$ cat src/rtl/sap_pkg.sv
// Shared SAP-1 definitions: T-state encoding, opcodes, control-word bit positions
// and the per-step control words the sequencer emits.
package sap_pkg;

  localparam int OP_W = 4;
  localparam int CW_W = 12;

  localparam int CP_BIT   = 11;
  localparam int EP_BIT   = 10;
  localparam int LM_N_BIT = 9;
  localparam int CE_N_BIT = 8;
  localparam int L1_N_BIT = 7;
  localparam int E1_N_BIT = 6;
  localparam int LA_N_BIT = 5;
  localparam int EA_BIT   = 4;
  localparam int SU_BIT   = 3;
  localparam int EU_BIT   = 2;
  localparam int LB_N_BIT = 1;
  localparam int LO_N_BIT = 0;

  typedef enum logic [5:0] {
    T1 = 6'b000001,
    T2 = 6'b000010,
    T3 = 6'b000100,
    T4 = 6'b001000,
    T5 = 6'b010000,
    T6 = 6'b100000
  } STATE_t;

  typedef enum logic [OP_W-1:0] {
    LDA = 4'b0000,
    ADD = 4'b0001,
    SUB = 4'b0010,
    OUT = 4'b1110,
    HLT = 4'b1111
  } OPCODE_t;

  function automatic logic [CW_W-1:0] cw_bit(input int b);
    return CW_W'(1) << b;
  endfunction

  localparam logic [CW_W-1:0] CW_NOP = cw_bit(LM_N_BIT) | cw_bit(CE_N_BIT) |
                                       cw_bit(L1_N_BIT) | cw_bit(E1_N_BIT) |
                                       cw_bit(LA_N_BIT) | cw_bit(LB_N_BIT) |
                                       cw_bit(LO_N_BIT);

  // Each step toggles its signals away from the idle word, so active-low bits
  // drop and active-high bits rise with the same XOR.
  localparam logic [CW_W-1:0] CW_FETCH1 = CW_NOP ^ cw_bit(EP_BIT) ^ cw_bit(LM_N_BIT);
  localparam logic [CW_W-1:0] CW_FETCH2 = CW_NOP ^ cw_bit(CP_BIT);
  localparam logic [CW_W-1:0] CW_FETCH3 = CW_NOP ^ cw_bit(CE_N_BIT) ^ cw_bit(L1_N_BIT);
  localparam logic [CW_W-1:0] CW_LDA4   = CW_NOP ^ cw_bit(LM_N_BIT) ^ cw_bit(E1_N_BIT);
  localparam logic [CW_W-1:0] CW_LDA5   = CW_NOP ^ cw_bit(CE_N_BIT) ^ cw_bit(LA_N_BIT);
  localparam logic [CW_W-1:0] CW_ADD5   = CW_NOP ^ cw_bit(CE_N_BIT) ^ cw_bit(LB_N_BIT);
  localparam logic [CW_W-1:0] CW_ADD6   = CW_NOP ^ cw_bit(EU_BIT) ^ cw_bit(LA_N_BIT);
  localparam logic [CW_W-1:0] CW_SUB6   = CW_ADD6 ^ cw_bit(SU_BIT);
  localparam logic [CW_W-1:0] CW_OUT4   = CW_NOP ^ cw_bit(EA_BIT) ^ cw_bit(LO_N_BIT);

endpackage

$ cat src/rtl/sap_ring_counter.sv
// Six-step one-hot T-state ring, advanced on the falling clock edge so the
// control word is stable around every rising edge the datapath samples on.
//
// state | meaning
// T1    | fetch: PC onto bus, load MAR
// T2    | fetch: increment PC
// T3    | fetch: RAM onto bus, load IR
// T4-T6 | execute steps decoded from the opcode
module sap_ring_counter
  import sap_pkg::*;
(
  input  logic   clk,
  input  logic   rst_n,
  input  logic   freeze,
  output STATE_t state
);

  // Any pattern that is not a single legal bit falls back to T1.
  always_ff @(negedge clk or negedge rst_n) begin
    if (!rst_n) begin
      state <= T1;
    end else begin
      case (state)
        T1:      if (!freeze) state <= T2;
        T2:      if (!freeze) state <= T3;
        T3:      if (!freeze) state <= T4;
        T4:      if (!freeze) state <= T5;
        T5:      if (!freeze) state <= T6;
        T6:      if (!freeze) state <= T1;
        default: state <= T1;
      endcase
    end
  end

endmodule

$ cat src/rtl/sap_controller_sequencer.sv
// SAP-1 controller-sequencer: ring counter, opcode decoder and halt flag
// producing the 12-bit control word for the datapath.
module sap_controller_sequencer
  import sap_pkg::*;
#(
  parameter int OP_W = 4,
  parameter int CW_W = 12
) (
  input  logic            clk,
  input  logic            rst_n,
  input  logic [OP_W-1:0] ir_opcode,
  output logic [CW_W-1:0] con,
  output STATE_t          state,
  output logic            halted
);

  logic hlt_now;
  logic freeze;

  assign hlt_now = (state == T4) && (ir_opcode == OP_W'(HLT));
  // Freezing on the same edge that sets halted keeps the ring parked at T4.
  assign freeze  = halted | hlt_now;

  sap_ring_counter u_ring (
    .clk    (clk),
    .rst_n  (rst_n),
    .freeze (freeze),
    .state  (state)
  );

  always_ff @(negedge clk or negedge rst_n) begin
    if (!rst_n) begin
      halted <= 1'b0;
    end else if (hlt_now) begin
      halted <= 1'b1;
    end
  end

  // Reset is folded in combinationally so no fetch word leaks out while rst_n is low.
  always_comb begin
    con = CW_NOP;
    if (rst_n && !halted) begin
      case (state)
        T1: con = CW_FETCH1;
        T2: con = CW_FETCH2;
        T3: con = CW_FETCH3;
        T4: begin
          case (ir_opcode)
            LDA, ADD, SUB: con = CW_LDA4;
            OUT:           con = CW_OUT4;
            default:       con = CW_NOP;
          endcase
        end
        T5: begin
          case (ir_opcode)
            LDA:      con = CW_LDA5;
            ADD, SUB: con = CW_ADD5;
            default:  con = CW_NOP;
          endcase
        end
        T6: begin
          case (ir_opcode)
            ADD:     con = CW_ADD6;
            SUB:     con = CW_SUB6;
            default: con = CW_NOP;
          endcase
        end
        default: con = CW_NOP;
      endcase
    end
  end

endmodule

$ cat config.mk
export PLATFORM = sky130hd
export DESIGN_NAME = sap_controller_sequencer
export DESIGN_NICKNAME = d
export VERILOG_FILES = /design/src/rtl/sap_pkg.sv /design/src/rtl/sap_ring_counter.sv /design/src/rtl/sap_controller_sequencer.sv
export SDC_FILE = /design/constraint.sdc
export NUM_CORES = 1
export LEC_CHECK = 0
export BUFFER_PORTS_ARGS = -buffer_cell sky130_fd_sc_hd__buf_2
export CORE_MARGIN = 4
export CORE_UTILIZATION = 37
export CTS_CLUSTER_SIZE = 25
export DETAILED_ROUTE_END_ITERATION = 10
export PLACE_DENSITY = 0.65
export RECOVER_POWER = 25
export SYNTH_ARGS = -nofsm -noshare
export SYNTH_HDL_FRONTEND = slang
export SYNTH_SLANG_ARGS = --single-unit
export TNS_END_PERCENT = 50
$ cat constraint.sdc
create_clock -name clk -period 2.1 [get_ports clk]
set_input_delay 0.42 -clock clk [delete_from_list [all_inputs] [get_ports clk]]
set_output_delay 0.42 -clock clk [all_outputs]
set_load 0.05 [all_outputs]
==> results of run 1 <==
[cell families after synthesis]
family | count (synthesis)
AND/OR/NAND/NOR | 48
buffers and inverters | 7
flip-flops | 7
AO/OA/AOI/OAI | 19
XOR/XNOR | 3
multiplexers | 1
[per-stage QoR]
stage	worst slack (ps)	hold slack [ps]	setup TNS (ps)	area [um^2]
floorplan	-1510	775	-17190	767
global placement	-1210	557	-16440	1220
detailed placement	-1230	570	-16820	1220
CTS	-1490	590	-20060	1590
[what timing repair did]
action                     CTS
pin swaps                    3
setup endpoints to repair   25
buffers inserted            19
gates resized for setup     63
==> flow_results.org, run 1 <==
** Logic synthesis
- Number of flops mapped to enable cells by yosys :: 0
- Top cell types by occurrence after synthesis :: sky130_fd_sc_hd__nand2_1 (8), sky130_fd_sc_hd__nor2_1 (7), sky130_fd_sc_hd__dfrtn_1 (6)
- After Yosys synthesis, and, or, nand and nor cells account for 40.7% of the synthesized area.
- Ranking of synthesized cells by area :: sky130_fd_sc_hd__dfrtn_1 (23%), sky130_fd_sc_hd__nand4_1 (4.7%), sky130_fd_sc_hd__nand2_1 (4.5%)
- After Yosys synthesis, full adders, half adders and majority gates account for 0% of the synthesized area.
- The number of different library cells used by synthesis comes to 38.
- Synth warnings :: 0
- FFs w/ async S/R, synth :: 100%
- Synth Area in Compound Gates :: 21.8%
- Proportion of synthesized chip area in sequential cells :: 26.6%
- Cell area after synthesis :: 664 um^2
- After technology mapping, the gate count stands at 85.
- Proportion of netlist area held by the largest area contributor :: 22.6%
- Number of nets in the synthesized netlist :: 91
- Multiplexer cells account for 1.51% of the synthesized area.
- Leading cell type by number of instances after synthesis :: sky130_fd_sc_hd__nand2_1
- Counting flops and latches in the post-synthesis netlist gives 7.
- For this run, the leading register cell type out of synthesis is sky130_fd_sc_hd__dfrtn_1.
- By area, the combinational part of the netlist is dominated by simple AND/OR/NAND/NOR gates.
- sky130_fd_sc_hd__dfrtn_1 takes more of the synthesized area than any other cell.
- The synthesized netlist devotes 3.95% of its cell area to XOR and XNOR gates.
- Synthesized area divided by synthesized cell count :: 7.82 um^2

** STA
- When the global-route repair_timing finished, the worst setup path ended at con[1].
- Kind of the worst endpoint :: primary output

** Outcome
- The run stopped with a tool error.
- The first error in the log reads "[ERROR DPL-0038] Utilization greater than 100%, impossible to legalize".
- Progress stopped at 5_1_grt.

** Placed design
- Input and output buffers added on the ports amount to 24.
- After detailed placement, the design holds a cell count of 175.
- The HPWL after detailed placement is 2.09 mm.
- At the end of routability-driven placement, the weighted congestion stood at 0.895.

** Floorplanning
- Measured along the x axis, the die boundary spans 50.4 um.
- 25 I/O pins were placed.
- Standard-cell row count :: 15
- Starting Density :: 38.9%
- Measured along the y axis, the die boundary spans 50.4 um.

** Clock network
- Total clock buffers created by CTS :: 3
- The clock net in this run drives a total of 7 sinks.
- Post-CTS Hold Fix Bufs :: 0
- The tree is rooted in a sky130_fd_sc_hd__clkbuf_4.
- H-tree lvl count :: 1
- Largest buffer count on any clock path :: 2

** Global route
- Pin count of the biggest net entering global routing :: 9
==> run 2: changes to the inputs <==
- CORE_AREA: not set -> 4 4 65 67
- CORE_MARGIN: 4 -> not set
- CORE_UTILIZATION: 37 -> not set
- CTS_CLUSTER_SIZE: 25 -> not set
- DIE_AREA: not set -> 0 0 69 71
- PLACE_DENSITY: 0.65 -> not set
- PLACE_DENSITY_LB_ADDON: not set -> 0.15
- clock period: 2.1 -> 2.75 ns (I/O delays scaled with it)
==> flow_results.org, run 2 <==
** Outcome
- Result of the run :: finished, violations left
- The final reports fail on negative setup slack.

** Route
- Violation count after the first detailed-routing iteration :: 8
- In the routed layout, each cell is associated on average with a via count of 4.47.
- Once detail routing completed, the nets flagged for antenna violations numbered 0.
- Highest routing layer actually used :: met4
- DRT Wirelength :: 2.65 mm
- Final routed wire length divided by cell count :: 13.1 um
- The routed design uses 1.37 mm of met2 wire.
- The detailed router put a total of 1.20 mm of wire on met1.
- In the detailed route, the total length drawn on met3 is 66 um.
- Number of design rule violations left after detail routing :: 0
- The final route contains 907 vias.
- First-pass iteration count of the detailed router :: 4

** Clock network
- H-tree lvl count :: 1 (unchanged)
- At the later pin of the worst-skew pair, clock insertion delay measures 290 ps.
- Clock Root Buffer :: sky130_fd_sc_hd__clkbuf_8
- Post-CTS Hold Fix Bufs :: 0 (unchanged)
- Total clock buffers created by CTS :: 3 (unchanged)
- The CTS sink count is 7 (unchanged).
- Largest buffer count on any clock path :: 2 (unchanged)
- Clock transition at the registers of the reported paths :: 30 ps
- CTS tree :: built

** STA
- Final worst slack :: -1230 ps
- Slew headroom :: 64.2%
- Count of final hold-check violations :: 0
- Tightest Pin Transition :: 531 ps
- Clock tree skew after final layout :: 43.1 ps
- Fin Hold WS :: 566 ps
- Setup-violating endpoint count in the final report :: 19
- Setup repair after global routing could not meet its margin everywhere.
- Number of slew-limit violations in the final report :: 0

** Global route
- The via count of the first global-routing pass came to 980.
- Number of antenna violations at the first check in global routing :: 0
- The first global-routing pass estimated 4.52 mm of wire.
- For this run the aggregate overflow at the end of global routing stands at 0.
- In the global route stage, overall resource usage came out at 11.1%.
- Pin count of the biggest net entering global routing :: 9

** Logic synthesis
- The synthesized area per cell was 7.82 um^2 (unchanged).
- By area the synthesized netlist is led by sky130_fd_sc_hd__dfrtn_1 (23%), sky130_fd_sc_hd__nand4_1 (4.7%), sky130_fd_sc_hd__nand2_1 (4.5%).
- Top cell types by occurrence after synthesis :: sky130_fd_sc_hd__nand2_1 (8), sky130_fd_sc_hd__nor2_1 (7), sky130_fd_sc_hd__dfrtn_1 (6)
- Synth warnings :: 0 (unchanged)
- The area share of the largest cell type after synthesis came to 22.6% (unchanged).
- The share of the yosys chip area belonging to registers came to 26.6% (unchanged).
- Number of nets in the synthesized netlist :: 91 (unchanged)
- The gate count after technology mapping is 85 (unchanged).
- Biggest area consumer among synthesized cells :: sky130_fd_sc_hd__dfrtn_1
- Among all cell types in the netlist, the one instantiated most often is sky130_fd_sc_hd__nand2_1.
- Cell area after synthesis :: 664 um^2 (unchanged)
- The number of distinct library cell variants in the gate-level netlist after synthesis is 38 (unchanged).
- The number of synthesized flops with an enable pin came to 0 (unchanged).
- The count of state elements after synthesis came to 7 (unchanged).
- FFs w/ async S/R, synth :: 100% (unchanged)
- Flip-flop cell with the highest count after synthesis :: sky130_fd_sc_hd__dfrtn_1

** Pwr
- For this design the static power due to leakage is 0.664 nW.
- The internal power of the cells totals 213 uW.
- Power Density :: 190 nW/um^2
- Share of power burned in combinational logic :: 8.2%
- Summed over all nets, the switching power comes to 63.1 uW.
- Net switching is 22.8% of the power.
- The worst-case IR drop observed on VDD is 0.109 mV.
- Sequential share of power :: 37.7%
- Power comes to 276 uW.
- Clock network fraction of total power :: 54.1%

** Floorplanning
- The row count was 22 (+7).
- Total I/O pin count :: 25 (unchanged)
- Width of the chip :: 69 um (+37%)
- Die Span Y :: 71 um (+41%)
- Die Outline Area :: 4900 um^2
- The core region is 3630 um^2.
- Starting Density :: 18.3% (-21 points)

** Worst setup path
- Critical path data arrival time :: 3430 ps
- STA classifies the critical path endpoint as an output port.
- Worst setup SP type :: flop
- In this run the worst setup path begins at u_ring.state[0].
- Worst r2r src :: u_ring.state[0]
- Data on the critical path is required at its endpoint by 2200 ps.
- Cell Chain, Critical Path :: or4_4, or2_4, a2111oi_4, o21ai_4, buf_6
- Crit path max-delay cell type :: sky130_fd_sc_hd__or4_4
- By startpoint and endpoint, the worst setup path is classified as flop to output port.
- Worst Reg2Reg Path Length in Cells :: 5
- Minimum setup slack among reg-to-reg paths :: 870 ps
- Max Fanout on Critical Path :: 3
- The largest single stage delay on the critical path is 510 ps.
- The worst register-to-register path ends at u_ring.state[0].

** Finish
- 0 antenna diodes ended up in the layout.
- Share of post-route cells with drive strength above 1 :: 58.7%
- Leaving out fill and tap cells, the most frequent cell in the layout is sky130_fd_sc_hd__buf_4.
- Max reg flops :: 6
- Reg with most FFs :: u_ring.state
- Filler instances :: 404
- Across the whole layout, storage elements account for 176 um^2.
- The area growth from synthesis to layout is 118%.
- The top cell types in the final layout, fill and taps aside, are sky130_fd_sc_hd__buf_4 (41), sky130_fd_sc_hd__buf_6 (12), sky130_fd_sc_hd__buf_8 (9), sky130_fd_sc_hd__nand2_1 (7), sky130_fd_sc_hd__dfrtn_1 (6).
- In the final layout, the multi-input gates occupy 542 um^2.
- Post-layout nets :: 162
- Largest registers :: u_ring.state (6), halted (1)

** Hold path
- Class of the tightest hold or removal check :: flop to flop
- The worst hold path terminates at u_ring.state[2].
- Number of cells on the worst hold path :: 3
- Worst hold start :: halted

** Flow run
- Max-cap violations in this run came to 0.

** Placed design
- Post-detailed-placement half-perimeter wirelength :: 2.26 mm (+8.1%)
- Routability-driven placement congestion ratio :: 0.815 (-8.9%)
- The quantity of I/O buffers inserted on ports was 24 (unchanged).
- Worst slack at placement :: -1030 ps (+199 ps)
run 2: cell counts after synthesis:
No cell type changed its count.
run 2: layout make-up:
type	count	area share, %
repair buffers	68	41.8
multi-input cells	71	37.4
flip-flops and latches	7	12.2
well taps	48	4.14
clock buffers	3	2.85
inverters	4	1.12
clock inverters	2	0.518
run 2: worst max-delay path, delay by kind of cell (launching register included):
family	cells	cell delay (ps)
simple gates	2	770
buf+inv	1	160
flops	1	370
compound gates	2	450
run 2: repair_timing:
action                     4_1_cts  5_1_grt
pin swaps                        6        8
setup buffers                    1        1
gates cloned                     0        0
gates resized for setup         56        5
hold endpoints to repair         0        0
setup endpoints to repair       19       19
run 2: layer usage:
layer	up-vias	track usage [%]
met5	-	0
met4	0	4.56
met3	2	0.426
met2	15	20.1
met1	425	13.7
li1	465	-
run 2: cells by family after synthesis:
family,after synthesis,share of synthesized area (%)
AOI/OAI and AO/OA,19,21.8
xor gates and xnor gates,3,3.96
buffers and inverters,7,5.46
DFF,7,26.6
muxes,1,1.51
and+or+nand+nor,48,40.7
run 2: per-stage QoR:
stage | cell area (um^2) | setup TNS [ps] | std cells | util, %
floorplan | 717 | -13850 | 85 | -
global placement | 1190 | -11930 | 197 | 32.7
detailed placement | 1190 | -11780 | 197 | 32.7
CTS | 1430 | -14460 | 202 | 39.2
global route | 1450 | -15230 | 203 | 39.9
finish | 1450 | -14190 | 203 | 39.9
run 2: worst max path at each step:
stage	end	slack, ps
floorplan	con[1]	-1310
global placement	con[9]	-1050
detailed placement	con[9]	-1030
CTS	con[5]	-1300
global route	con[1]	-1290
finish	con[5]	-1230
run 2: power groups by stage:
stage               clock network [mW]  logic [mW]  registers (mW)
floorplan                      0.00455     0.00644           0.105
global placement               0.00455      0.0232           0.105
detailed placement             0.00455      0.0235           0.105
CTS                              0.152      0.0235           0.104
global route                     0.161      0.0251           0.104
finish                           0.149      0.0226           0.104
Note: power is estimated with default switching activity, not from simulation.
==> run 3: changes to the inputs <==
- CTS_BUF_LIST: not set -> sky130_fd_sc_hd__clkbuf_16
==> flow_results.org, run 3 (synthesized netlist as in run 2, its figures left out) <==
** Placed design
- The placed wire-length estimate after detailed placement was 2.26 mm (unchanged).
- Routability-driven placement congestion ratio :: 0.815 (unchanged)
- The cell count after placement was 197 (unchanged).
- The quantity of I/O buffers inserted on ports was 24 (unchanged).
- The worst slack after detailed placement is -1030 ps (unchanged).

** Outcome
- The checks that failed: negative setup slack.
- Result of the run :: finished, violations left

** STA
- The actual slew at the worst max-slew pin came to 516 ps (-15.5 ps).
- Count of final hold-check violations :: 0 (unchanged)
- Final worst slack :: -1250 ps (-15.6 ps)
- Setup repair after global routing could not meet its margin everywhere.
- Number of slew-limit violations in the final report :: 0 (unchanged)
- Setup total negative slack :: -14500 ps (-307 ps)
- The worst relative slew slack was 65.3% (+1.0 points).
- Clock tree skew after final layout :: 44.6 ps (+1.47 ps)
- The total of endpoints with negative setup slack in the final report came to 19 (unchanged).

** Global route
- The number of antenna violations at the first check in global routing is 0 (unchanged).
- The sum of overflow across all layers after global routing was 0 (unchanged).
- The global-route wire length before repair is 4.60 mm (+1.8%).
- The total global routing track utilization was 11.3% (+0.24 points).
- The largest net degree at the start of global routing was 9 (unchanged).
- The via count of the first global-routing pass was 999 (+1.9%).

** Hold path
- The cell count of the worst hold path is 3 (unchanged).
- In this run the most critical hold path is launched from halted.
- Worst-case hold path end point :: u_ring.state[2]
- In this run the worst hold path is classified as flop to flop.

** Worst setup path
- Minimum setup slack among reg-to-reg paths :: 840 ps (-30 ps)
- By startpoint and endpoint, the worst setup path is classified as flop to output port.
- The worst register-to-register path ends at u_ring.state[0].
- The depth of the worst register-to-register path is 5 (unchanged).
- Data required time at the worst endpoint :: 2200 ps (about the same)
- The peak fanout along the critical path was 3 (unchanged).
- Worst r2r src :: u_ring.state[0]
- Worst setup SP type :: flop
- The arrival time of the worst setup path was 3450 ps (+20 ps).
- STA classifies the critical path endpoint as an output port.

** Clock network
- CTS tree :: built
- H-tree lvl count :: 1 (unchanged)
- The TritonCTS buffer count is 3 (unchanged).
- Clock Root Buffer :: sky130_fd_sc_hd__clkbuf_16
- Post-CTS Hold Fix Bufs :: 0 (unchanged)
- The maximum buffer depth of the clock tree was 2 (unchanged).
- The clock latency at the later pin of the worst-skew pair was 310 ps (+20 ps).
- # clock sinks :: 7 (unchanged)
- The clock-pin slew of the registers on the worst-case setup and hold paths came to 40 ps (about the same).

** Route
- The mean number of vias per cell is 4.48 (+0.22%).
- The iteration-0 DRC count of the detailed router is 26 (+18).
- First-pass iteration count of the detailed router :: 4 (unchanged)
- The routed length per placed instance is 13.3 um (+1.5%).
- DRT Wirelength :: 2.69 mm (+1.5%)
- The routed via count came to 909 (+0.22%).
- The post-detailed-route DRC marker count is 0 (unchanged).
- ANT nets after route :: 0 (unchanged)

** Floorplanning
- The core area was 3630 um^2 (unchanged).
- Die Span Y :: 71 um (unchanged)
- Width of the chip :: 69 um (unchanged)
- Standard-cell row count :: 22 (unchanged)
- Starting Density :: 18.3% (unchanged)
- The number of primary I/O pins was 25 (unchanged).
- Die Outline Area :: 4900 um^2 (unchanged)

** Pwr
- The power density over cell area was 255 nW/um^2 (+34%).
- The static leakage is 0.680 nW (+2.3%).
- Overall Power :: 378 uW (+37%)
- The maximum vdd ir drop is 0.156 mV (+44%).

** Flow run
- The number of max-cap violations was 0 (unchanged).

** Finish
- Post-layout nets :: 162 (unchanged)
- The final cell utilization of the core came to 40.8% (+0.93 points).
- Number of inserted diodes :: 0 (unchanged)
- The flip-flop count of the largest register, all copies and words added was 6 (unchanged).
- The layout cell share with drive strength beyond 1 came to 58.7% (unchanged).
- The number of cells in the finished layout apart from fillers came to 203 (unchanged).
- The library cell used most frequently in the layout, excluding fill and tap cells, is sky130_fd_sc_hd__buf_4.
- Highest-count cells in the layout ignoring fill and taps :: sky130_fd_sc_hd__buf_4 (41), sky130_fd_sc_hd__buf_6 (12), sky130_fd_sc_hd__buf_8 (9), sky130_fd_sc_hd__nand2_1 (7), sky130_fd_sc_hd__dfrtn_1 (6)
- Filler instances :: 402 (-0.50%)
- Growth of design area from synthesis to finish :: 123%
- The largest registers in the layout are u_ring.state (6), halted (1).
- Reg with most FFs :: u_ring.state
run 3: cell count changes in the layout (fill, tap and decap cells not counted):
cell,change
sky130_fd_sc_hd__clkbuf_16,+3
sky130_fd_sc_hd__clkbuf_8,-3
run 3: worst max path at each step:
stage,from,end,slack [ps]
finish,u_ring.state[0],con[5],-1250
global route,u_ring.state[0],con[1],-1310
floorplan,u_ring.state[5],con[1],-1310
global placement,u_ring.state[3],con[9],-1050
detailed placement,u_ring.state[0],con[9],-1030
CTS,u_ring.state[0],con[5],-1320
run 3: critical path: stages, from the launching register on:
cell	delay (ps)
sky130_fd_sc_hd__dfstp_2	370
sky130_fd_sc_hd__or4_4	510
sky130_fd_sc_hd__or2_4	260
sky130_fd_sc_hd__a2111oi_4	360
sky130_fd_sc_hd__o21ai_4	90
sky130_fd_sc_hd__buf_6	160
run 3: final cells by class:
| type | instances | area (um^2) | share of cell area (%) |
|---|---|---|---|
| repair buffers | 68 | 607 | 40.9 |
| multi-input cells | 71 | 542 | 36.5 |
| flip-flops and latches | 7 | 176 | 11.9 |
| clock buffers | 3 | 75.1 | 5.06 |
| well taps | 48 | 60.1 | 4.05 |
| inverters | 4 | 16.3 | 1.10 |
| clock inverters | 2 | 7.51 | 0.506 |
run 3: repair_timing:
item | in CTS | in global routing
setup endpoints to repair | 19 | 19
resized for setup | 56 | 5
setup buffers | 1 | 1
pin swaps | 6 | 8
run 3: stage by stage:
stage / area [um^2] / hold slack [ps]
3_5_place_dp: 1190 / 562
6_report: 1480 / 566
4_1_cts: 1460 / 571
2_1_floorplan: 717 / 775
5_1_grt: 1480 / 623
3_3_place_gp: 1190 / 546
run 3: layer usage:
metal | global-route usage (%) | share of wire, %
met5 | 0 | 0
met4 | 4.34 | 1.3
met3 | 1.28 | 2.7
met2 | 20.3 | 51
met1 | 13.8 | 45
run 3: power by group:
part / internal [mW] / switching, mW
clock network: 0.191 / 0.0599
logic: 0.0102 / 0.0124
registers: 0.104 / 0
total: 0.306 / 0.0722
